## config.mk

```make
export PLATFORM = sky130hd
export DESIGN_NAME = lc3_pipe_controller
export DESIGN_NICKNAME = d
export VERILOG_FILES = /design/src/rtl/lc3_pipe_controller.sv
export SDC_FILE = /design/constraint.sdc
export NUM_CORES = 1
export LEC_CHECK = 0
export BUFFER_PORTS_ARGS = -buffer_cell sky130_fd_sc_hd__buf_2
export CAP_MARGIN = 40
export CORE_ASPECT_RATIO = 0.8
export CORE_MARGIN = 2
export CORE_UTILIZATION = 43
export DETAILED_ROUTE_END_ITERATION = 16
export PLACE_DENSITY_LB_ADDON = 0.08
export RECOVER_POWER = 25
export SLEW_MARGIN = 0
export SYNTH_ARGS = -nofsm -noshare
export SYNTH_HDL_FRONTEND = slang
export SYNTH_SLANG_ARGS = --single-unit
```

## constraint.sdc

```tcl
create_clock -name clock -period 2.2 [get_ports clock]
set_clock_uncertainty 0.2 [all_clocks]
set_input_delay 0.33 -clock clock [delete_from_list [all_inputs] [get_ports clock]]
set_output_delay 0.33 -clock clock [all_outputs]
set_load 0.1 [all_outputs]
```

## src/rtl/lc3_pipe_controller.sv

```systemverilog
// LC3 pipeline controller: stage enables, data-memory access FSM, control-hazard bubbles, ALU forwarding.
// Optional feature macro: LC3_CTRL_BYPASS_EN (forwarding); when undefined a RAW match costs one fetch/decode bubble.
module lc3_pipe_controller #(
    parameter int CTRL_BUBBLES = 4
) (
    input  logic        clock,
    input  logic        reset,
    input  logic        complete_instr,
    input  logic        complete_data,
    input  logic [15:0] IMem_dout,
    input  logic [15:0] IR,
    input  logic [15:0] IR_Exec,
    input  logic [2:0]  psr,
    output logic        enable_updatePC,
    output logic        enable_fetch,
    output logic        enable_decode,
    output logic        enable_execute,
    output logic        enable_writeback,
    output logic        br_taken,
    output logic        bypass_alu_1,
    output logic        bypass_alu_2,
    output logic [1:0]  mem_state
);

    localparam logic [3:0] OP_BR  = 4'b0000;
    localparam logic [3:0] OP_ADD = 4'b0001;
    localparam logic [3:0] OP_LD  = 4'b0010;
    localparam logic [3:0] OP_ST  = 4'b0011;
    localparam logic [3:0] OP_AND = 4'b0101;
    localparam logic [3:0] OP_LDR = 4'b0110;
    localparam logic [3:0] OP_STR = 4'b0111;
    localparam logic [3:0] OP_NOT = 4'b1001;
    localparam logic [3:0] OP_LDI = 4'b1010;
    localparam logic [3:0] OP_STI = 4'b1011;
    localparam logic [3:0] OP_JMP = 4'b1100;
    localparam logic [3:0] OP_LEA = 4'b1110;
    localparam logic [2:0] BUBBLE_LOAD = 3'(CTRL_BUBBLES);

    typedef enum logic [1:0] {
        MEM_READ     = 2'b00,
        MEM_WRITE    = 2'b01,
        MEM_INDIRECT = 2'b10,
        MEM_IDLE     = 2'b11
    } mem_state_t;

    mem_state_t  mem_state_r, mem_next_s;
    logic        mem_served_r, mem_served_next_s;
    logic [2:0]  bubble_cnt_r, bubble_cnt_next_s;
    logic [15:9] ctrl_ir_r, ctrl_ir_next_s;
    logic        raw_bubble_r, raw_bubble_next_s;
    logic        mem_stall_s, wb_pulse_s, ctrl_trig_s, ctrl_busy_s, br_cond_s;
    logic        alu_pair_s, fwd_src1_s, fwd_src2_s;
    logic        upd_pc_next_s, fetch_next_s, decode_next_s, execute_next_s;
    logic        writeback_next_s, br_next_s, byp1_next_s, byp2_next_s;
    logic        unused_bits_s;

    function automatic logic is_alu(input logic [3:0] op);
        return (op == OP_ADD) || (op == OP_AND) || (op == OP_NOT) || (op == OP_LEA);
    endfunction

    function automatic logic is_ctrl(input logic [3:0] op);
        return (op == OP_BR) || (op == OP_JMP);
    endfunction

    assign mem_state     = mem_state_r;
    assign unused_bits_s = ^{IR[11:9], IR[4:3], IR_Exec[8:0], IMem_dout[8:0], raw_bubble_r};

    // Data-memory access FSM next state; IDLE exits only for a fresh instruction that just executed.
    always_comb begin
        mem_next_s = mem_state_r;
        case (mem_state_r)
            MEM_IDLE: begin
                if (enable_execute && !mem_served_r) begin
                    case (IR_Exec[15:12])
                        OP_LD, OP_LDR:  mem_next_s = MEM_READ;
                        OP_ST, OP_STR:  mem_next_s = MEM_WRITE;
                        OP_LDI, OP_STI: mem_next_s = MEM_INDIRECT;
                        default:        mem_next_s = MEM_IDLE;
                    endcase
                end else begin
                    mem_next_s = MEM_IDLE;
                end
            end
            MEM_READ, MEM_WRITE: begin
                if (complete_data) begin
                    mem_next_s = MEM_IDLE;
                end else begin
                    mem_next_s = mem_state_r;
                end
            end
            MEM_INDIRECT: begin
                if (complete_data) begin
                    mem_next_s = (IR_Exec[15:12] == OP_STI) ? MEM_WRITE : MEM_READ;
                end else begin
                    mem_next_s = MEM_INDIRECT;
                end
            end
            default: mem_next_s = MEM_IDLE;
        endcase
    end

    // The stall also covers the cycle right after an access completes (load data writes back then).
    assign mem_stall_s       = (mem_state_r != MEM_IDLE) || (mem_next_s != MEM_IDLE);
    assign wb_pulse_s        = (mem_state_r == MEM_READ) && (mem_next_s == MEM_IDLE);
    assign mem_served_next_s = (mem_state_r != MEM_IDLE) && (mem_next_s == MEM_IDLE);
    assign ctrl_trig_s       = enable_fetch && complete_instr && is_ctrl(IMem_dout[15:12]) && !mem_stall_s;

    // Control-bubble counter: load on a fetched BR/JMP, count down, freeze under a memory stall.
    always_comb begin
        bubble_cnt_next_s = bubble_cnt_r;
        ctrl_ir_next_s    = ctrl_ir_r;
        if (mem_stall_s) begin
            bubble_cnt_next_s = bubble_cnt_r;
        end else if (ctrl_trig_s) begin
            bubble_cnt_next_s = BUBBLE_LOAD;
            ctrl_ir_next_s    = IMem_dout[15:9];
        end else if (bubble_cnt_r != 3'd0) begin
            bubble_cnt_next_s = bubble_cnt_r - 3'd1;
        end else begin
            bubble_cnt_next_s = 3'd0;
        end
    end

    assign ctrl_busy_s = (bubble_cnt_next_s != 3'd0);
    assign br_cond_s   = (ctrl_ir_next_s[15:12] == OP_JMP) ||
                         ((ctrl_ir_next_s[15:12] == OP_BR) && (|(ctrl_ir_next_s[11:9] & psr)));

    assign alu_pair_s = is_alu(IR_Exec[15:12]) && is_alu(IR[15:12]);
    assign fwd_src1_s = alu_pair_s && (IR[8:6] == IR_Exec[11:9]);
    assign fwd_src2_s = alu_pair_s && ((IR[15:12] == OP_ADD) || (IR[15:12] == OP_AND)) &&
                        !IR[5] && (IR[2:0] == IR_Exec[11:9]);

    // RAW bubble without forwarding lasts exactly one cycle, even if the pair is still visible.
    always_comb begin
        raw_bubble_next_s = 1'b0;
`ifdef LC3_CTRL_BYPASS_EN
        raw_bubble_next_s = 1'b0;
`else
        if ((fwd_src1_s || fwd_src2_s) && !mem_stall_s && !ctrl_busy_s && !raw_bubble_r) begin
            raw_bubble_next_s = 1'b1;
        end else begin
            raw_bubble_next_s = 1'b0;
        end
`endif
    end

    // Next values of the registered enables, redirect pulse and forwarding flags.
    always_comb begin
        upd_pc_next_s    = 1'b0;
        fetch_next_s     = 1'b0;
        decode_next_s    = 1'b0;
        execute_next_s   = 1'b0;
        writeback_next_s = 1'b0;
        br_next_s        = 1'b0;
        byp1_next_s      = 1'b0;
        byp2_next_s      = 1'b0;
        if (mem_stall_s) begin
            writeback_next_s = wb_pulse_s;
        end else begin
            execute_next_s   = 1'b1;
            writeback_next_s = 1'b1;
            fetch_next_s     = !ctrl_busy_s && !raw_bubble_next_s;
            decode_next_s    = !ctrl_trig_s && !raw_bubble_next_s;
            upd_pc_next_s    = (bubble_cnt_next_s <= 3'd1) && !raw_bubble_next_s && complete_instr;
            br_next_s        = (bubble_cnt_next_s == 3'd1) && br_cond_s;
`ifdef LC3_CTRL_BYPASS_EN
            byp1_next_s      = fwd_src1_s && !ctrl_busy_s;
            byp2_next_s      = fwd_src2_s && !ctrl_busy_s;
`else
            byp1_next_s      = 1'b0;
            byp2_next_s      = 1'b0;
`endif
        end
    end

    // Internal state registers.
    always_ff @(posedge clock or negedge reset) begin
        if (!reset) begin
            mem_state_r  <= MEM_IDLE;
            mem_served_r <= 1'b0;
            bubble_cnt_r <= 3'd0;
            ctrl_ir_r    <= 7'd0;
            raw_bubble_r <= 1'b0;
        end else begin
            mem_state_r  <= mem_next_s;
            mem_served_r <= mem_served_next_s;
            bubble_cnt_r <= bubble_cnt_next_s;
            ctrl_ir_r    <= ctrl_ir_next_s;
            raw_bubble_r <= raw_bubble_next_s;
        end
    end

    // Registered outputs.
    always_ff @(posedge clock or negedge reset) begin
        if (!reset) begin
            enable_updatePC  <= 1'b0;
            enable_fetch     <= 1'b0;
            enable_decode    <= 1'b0;
            enable_execute   <= 1'b0;
            enable_writeback <= 1'b0;
            br_taken         <= 1'b0;
            bypass_alu_1     <= 1'b0;
            bypass_alu_2     <= 1'b0;
        end else begin
            enable_updatePC  <= upd_pc_next_s;
            enable_fetch     <= fetch_next_s;
            enable_decode    <= decode_next_s;
            enable_execute   <= execute_next_s;
            enable_writeback <= writeback_next_s;
            br_taken         <= br_next_s;
            bypass_alu_1     <= byp1_next_s;
            bypass_alu_2     <= byp2_next_s;
        end
    end

endmodule

```

* Yosys cells after proc, flatten, opt, wreduce, memory -nomap -nowiden *
Index checks and enable logic that the tools add are counted.

word-level totals
  register bits after elaboration = 20
  input port bits = 55
  word-level logic and storage cells = 104

operators by class
  $add $sub $neg = 1
  magnitude comparators = 1
  equal/unequal tests = 25
  multiplexer cells = 18
  bitwise operators = 1
  reductions and logical operators = 47

operators with widths
  cell                                                                    count
  4-bit == test (second input constant)                                   8
  1-bit logical AND                                                       20
  4-bit by 3-bit == test with 1-bit output (second input constant)        4
  7-bit 2-to-1 mux                                                        2
  2-bit one-hot mux with 3 select lines                                   2
  1-bit logical OR                                                        10
  3-bit 2-to-1 mux                                                        3
  4-bit by 1-bit == test with 1-bit output (second input constant)        2
  4-bit by 2-bit == test with 1-bit output (second input constant)        2
  4-bit logical NOT                                                       2
  1-bit 2-to-1 mux                                                        8
  2-bit OR reduction                                                      4
  1-bit logical NOT                                                       7
  2-bit == test (second input constant)                                   3
  3-bit == test                                                           2
  2-bit 2-to-1 mux                                                        3
  3-bit nonzero test                                                      2
  2-bit != test (second input constant)                                   2
  3-bit bitwise AND                                                       1
  3-bit by 1-bit == test with 1-bit output (second input constant)        1
  3-bit by 1-bit <= comparator with 1-bit output (second input constant)  1
  3-bit OR reduction                                                      1
  3-bit by 1-bit subtractor with 3-bit output (second input constant)     1
  2-bit by 1-bit == test with 1-bit output (second input constant)        1
  2-bit logical NOT                                                       1

* Logic depth before layout (Yosys ltp) *
  depth after elaboration = 20
  mapped depth = 6
  mapped depth without buffers = 6

* Worst setup path after synthesis *
Ideal clock, no wire load.

  path type = register to register
  from = reg enable_fetch
  to = reg br_taken
  setup time = 0.126 ns
  arrival time = 2.103 ns
  setup slack = -0.229 ns
  cell stages (with the launch flop) = 7
  buffers on the path = 1
  period minus slack after synthesis = 2.429 ns
  cell sequence = dfrtp_1 > nand2_1 > nor4_2 > and2_1 > buf_6 > mux2i_1 > o311a_1

on the way
  longest elaborated chain between the ends = 11
  elaborated cells on any way between the ends = 16
  those cells by class = 2 x eq/ne; 5 x mux; 1 x bitwise; 8 x reduce/logical

ends and longest elaborated chain
  item                                 line  RTL
  start: declaration                   15    output logic enable_fetch,
  start signal: assignment             206   enable_fetch <= fetch_next_s;
  1-bit logical AND (*) (3 in series)  106   assign ctrl_trig_s = enable_fetch && complete_instr && is_ctrl(IMem_dout[15:12]) && !mem_stall_s;
  7-bit 2-to-1 mux                     114   end else if (ctrl_trig_s) begin
  7-bit 2-to-1 mux                     112   if (mem_stall_s) begin
  3-bit bitwise AND                    126   ((ctrl_ir_next_s[15:12] == OP_BR) && (|(ctrl_ir_next_s[11:9] & psr)));
  3-bit OR reduction                   126
  1-bit logical AND                    126
  1-bit logical OR                     125   assign br_cond_s = (ctrl_ir_next_s[15:12] == OP_JMP) ||
  1-bit logical AND (*)                165   br_next_s = (bubble_cnt_next_s == 3'd1) && br_cond_s;
  1-bit 2-to-1 mux (*)                 157   if (mem_stall_s) begin
  named net br_next_s                  54    logic writeback_next_s, br_next_s, byp1_next_s, byp2_next_s;
  end signal: assignment               210   br_taken <= br_next_s;
  end: declaration                     19    output logic br_taken,

The timed path passes the listed nets; every way through them passes the cells marked *.

* Worst setup path after layout *
  from = reg mem_state_r[0] (netlist: mem_state[0])
  to = reg br_taken

on the way
  longest elaborated chain between the ends = 15
  elaborated cells on any way between the ends = 25
  those cells by class = 7 x eq/ne; 7 x mux; 1 x bitwise; 10 x reduce/logical

ends and longest elaborated chain
  item                                                                                  line  RTL
  start: declaration                                                                    46    mem_state_t mem_state_r, mem_next_s;
  start signal: assignment                                                              185   mem_state_r <= mem_next_s;
  2-bit by 1-bit == test with 1-bit output / 2-bit logical NOT (equally long branches)  71    case (mem_state_r)
  2-bit OR reduction                                                                    71
  2-bit one-hot mux with 3 select lines                                                 71
  2-bit != test                                                                         103   assign mem_stall_s = (mem_state_r != MEM_IDLE) || (mem_next_s != MEM_IDLE);
  1-bit logical OR (*)                                                                  103
  1-bit logical NOT                                                                     106
  1-bit logical AND                                                                     106
  7-bit 2-to-1 mux                                                                      114
  7-bit 2-to-1 mux                                                                      112
  3-bit bitwise AND                                                                     126
  3-bit OR reduction                                                                    126
  1-bit logical AND                                                                     126
  1-bit logical OR                                                                      125
  1-bit logical AND                                                                     165
  1-bit 2-to-1 mux (*)                                                                  157
  named net br_next_s                                                                   54

Marks and branches as above.

==> results_dict.tcl <==
set metrics [dict create \
    outcome "complete, no violations" \
    hold_crit_path_type "input pin to flip-flop" \
    synth-adder-area-share 0.02237 \
    power_density_cells_mw_per_mm2 1310 \
    power.net_switching_mw 0.9139 \
    cts-root-buf "clkbuf_4" \
    synth_top_cells_by_count "dfrtp_1, nand2_1, a21oi_1, and2_1, o21ai_0" \
    power_share_of_the_combinational_group 0.523 \
    first_global_vias 834 \
    syn-instance-count 106 \
    async_s_r_ff_share_synth 1.000 \
    critical_path.startpoint_type "flip-flop" \
    chipWidth_um 61.03 \
    crit_required_ps 2190 \
    part_of_the_total_power_dissipated_in_sequential_elements 0.317 \
    static-leakage-power_nw 0.7011 \
    timing.setup.critical_path_class "flip-flop to flip-flop" \
    cts_sink_count 20 \
    final_layout_size_suffix_gt1_frac 0.3800 \
    worst_setup_hold_path_clk_slew_ps 120 \
    holdCritStartpoint "IMem_dout[9]" \
    groute.usage.overall 0.1613 \
    totalNegativeSetupSlack_ps 0 \
    globalRouteOverflowTotal 0 \
    post_synth_num_cell_types 36 \
    slew_viol_final 0 \
    route.detailed.drc 0 \
    ys_ff_latch 20 \
    post_synth_and_or_nand_nor_area_fraction 0.1980 \
    route.detailed.wl_per_inst_um 11.91 \
    ys_dominant_reg_cell "dfrtp_1" \
    rsz0062_at_grt "no" \
    insertion_delay_ps 300 \
    final_min_period_over_clock_period 0.9180 \
    synth-seq-area-share 0.4497 \
    synth_compound_area_frac 0.1376 \
    buffers_on_ports 39 \
    cts_tree "done" \
    p_int_mw 0.9529 \
    synth_top_area_cell "dfrtp_1" \
    starting_density_of_the_core 0.4543 \
    finalHoldViolations 0 \
    htreeDepth 1 \
    timing.critical_path.fanout_max 6 \
    power.share.clock 0.160 \
    netlist.area_leader.share 0.4027 \
    area_share_of_xor_xnor_cells_in_the_synthesized_design 0.06264 \
    floorplan.die.height_um 49.62 \
    ctsLongestPathBuffers 2 \
    antenna_violations_before_repair 0 \
    grt_pass1_wl_um 3712 \
    dp.cells 181 \
    final.min_clock_period_ps 2020 \
    max_cap_violations 0 \
    drtAntennaViolNets 0 \
    post_synth_main_area_contributors "dfrtp_1, mux2_2, dfstp_2, xor2_1, mux2i_1" \
    clock.fmax_mhz 495.2 \
    muxShareOfSynthArea 0.08613 \
    antenna_cells_inserted 0 \
    crit_arrival_ps 2010 \
    rr_startpoint "mem_state[0]" \
    power.switching_fraction 0.4895 \
    detailroute.via_count 905 \
    stdcell_count 186 \
    cp-startpoint "mem_state[0]" \
    number_of_rows_in_the_core_area 16 \
    design.core.area_mm2 0.002462 \
    setup-violations-final 0 \
    number_of_warnings_reported_in_the_yosys_synthesis_log 0 \
    gpl.final_weighted_congestion 0.7506 \
    post_synth_instance_area_mm2 0.001119 \
    drt-vias-per-instance 4.866 \
    vdd_drop_max_v 0.0006580 \
    design.portCount 65 \
    dp_hpwl_um 1813 \
    synth_top_family_by_area "simple AND/OR/NAND/NOR gates" \
    num-fill-cells 232 \
    cts_inserted_buffers 3 \
    drtIter0Drc 32 \
    design.final.nets 208 \
    largest_net_degree_at_the_start_of_global_routing 21 \
    drt-pass1-iter-count 4 \
    wl_final_um 2216 \
    die_area_mm2 0.003028 \
    synth_enable_flop_cells 0 \
    synth_area_per_inst_um2 10.55 \
    worstSetupEndpointType "flip-flop" \
    synthToLayoutAreaGrowth_pct 27.41 \
    timing.slew.headroom 0.2890 \
    tightestPinTransition_ps 1067 \
    yosys.cell_count.top_type "dfrtp_1" \
]
## critical path: stages (launching register included)
cell and delay [ps]:
dfstp_4 660, nand2_2 90, a41oi_4 180, and2_1 290, mux2i_1 120, o311a_1 370
## placed cells by master (no fill, tap or decap), drive strengths merged
master and instances:
nand4 1, o41ai 1, inv 5, a41oi 1, mux2 5, nor2b 2, nand2 10, nor2 5
xor2 5, buf 40, o311a 1, a22oi 1, ha 2, o21ai 6, a211oi 2, dlygate4sd3 1
dfrtp 18, or2b 1, o21a 1, and2 6, nand2b 2, a32o 1, nand4b 1, a21o 1
mux2i 4, nand3b 3, nor4b 2, bufinv 1, nor4 2, dfstp 2, and4 1, clkbuf 4
xnor2 3, a21oi 6, conb 2, and4b 1
## kinds of logic (layout without fill, tap and decap cells)
| logic type | count (synthesis) | in the layout |
|---|---|---|
| other | 1 | 2 |
| xor gates and xnor gates | 8 | 8 |
| AOI/OAI and AO/OA | 21 | 21 |
| muxes | 9 | 9 |
| adders and majority gates | 2 | 2 |
| buffers and inverters | 8 | 51 |
| and+or+nand+nor | 37 | 37 |
| DFF | 20 | 20 |
## cell type report
class                      instances  area (um2)  share of cell area
clock inverter                     1       30.03             0.02107
timing repair buffer              42       219.0              0.1536
tap                               36       45.04             0.03161
inverter                           5       18.77             0.01317
clock buffer                       3       22.52             0.01580
multi-input combinational         79       576.8              0.4047
sequential                        20       513.0              0.3600
## sequential cells by signal, summed over array words and instances, names as in the netlist
name	flops
mem_served_r	1
enable_decode	1
mem_state	2
enable_fetch	1
enable_execute	1
enable_updatePC	1
enable_writeback	1
ctrl_ir_r	7
bubble_cnt_r	3
br_taken	1
raw_bubble_r	1
## power groups by stage
| stage | Sequential, mW | Clock (mW) | Combinational (mW) |
|---|---|---|---|
| 6_report | 0.591 | 0.299 | 0.976 |
| 4_1_cts | 0.593 | 0.307 | 0.984 |
| 3_3_place_gp | 0.596 | 0 | 0.971 |
| 5_1_grt | 0.610 | 0.319 | 1.05 |
| 3_5_place_dp | 0.600 | 0 | 0.981 |
| 2_1_floorplan | 1.04 | 0 | 0.337 |
## stage by stage
step           setup WS (ps)    util  area, um2  hold WS, ps  power (mW)
3_3_place_gp           171.2  0.5539       1364        97.21       1.568
3_5_place_dp           173.4  0.5539       1364        100.2       1.581
6_report               180.5  0.5788       1425        66.99       1.867
2_1_floorplan          23.04       -       1135       -165.6       1.376
4_1_cts                155.6  0.5793       1426        57.56       1.885
5_1_grt                67.28  0.5788       1425        56.41       1.978
## worst paths after layout
check                      slack (ps)  cells after the start               end
max in group asynchronous         560                      2      enable_fetch
max                               180                      5          br_taken
min in group asynchronous         530                      2  enable_writeback
min reg2reg                       310                      1     ctrl_ir_r[13]
max reg2reg                       180                      5          br_taken
min                                70                      2      ctrl_ir_r[9]
## repair_timing
action | 4_1_cts | 5_1_grt
hold buffers | 1 | 0
endpoints found under the hold margin | 18 | 0
buffers inserted | 0 | 0
resized for setup | 0 | 0
## layer usage
layer | vias to the layer above | GRT usage | share of wire
met5 | - | 0 | 0
met4 | 0 | 0.01087 | 0
met1 | 427 | 0.2292 | 0.45
met2 | 17 | 0.2518 | 0.50
li1 | 461 | - | -
met3 | 0 | 0.04987 | 0.043
(Power assumes the default switching activity.)
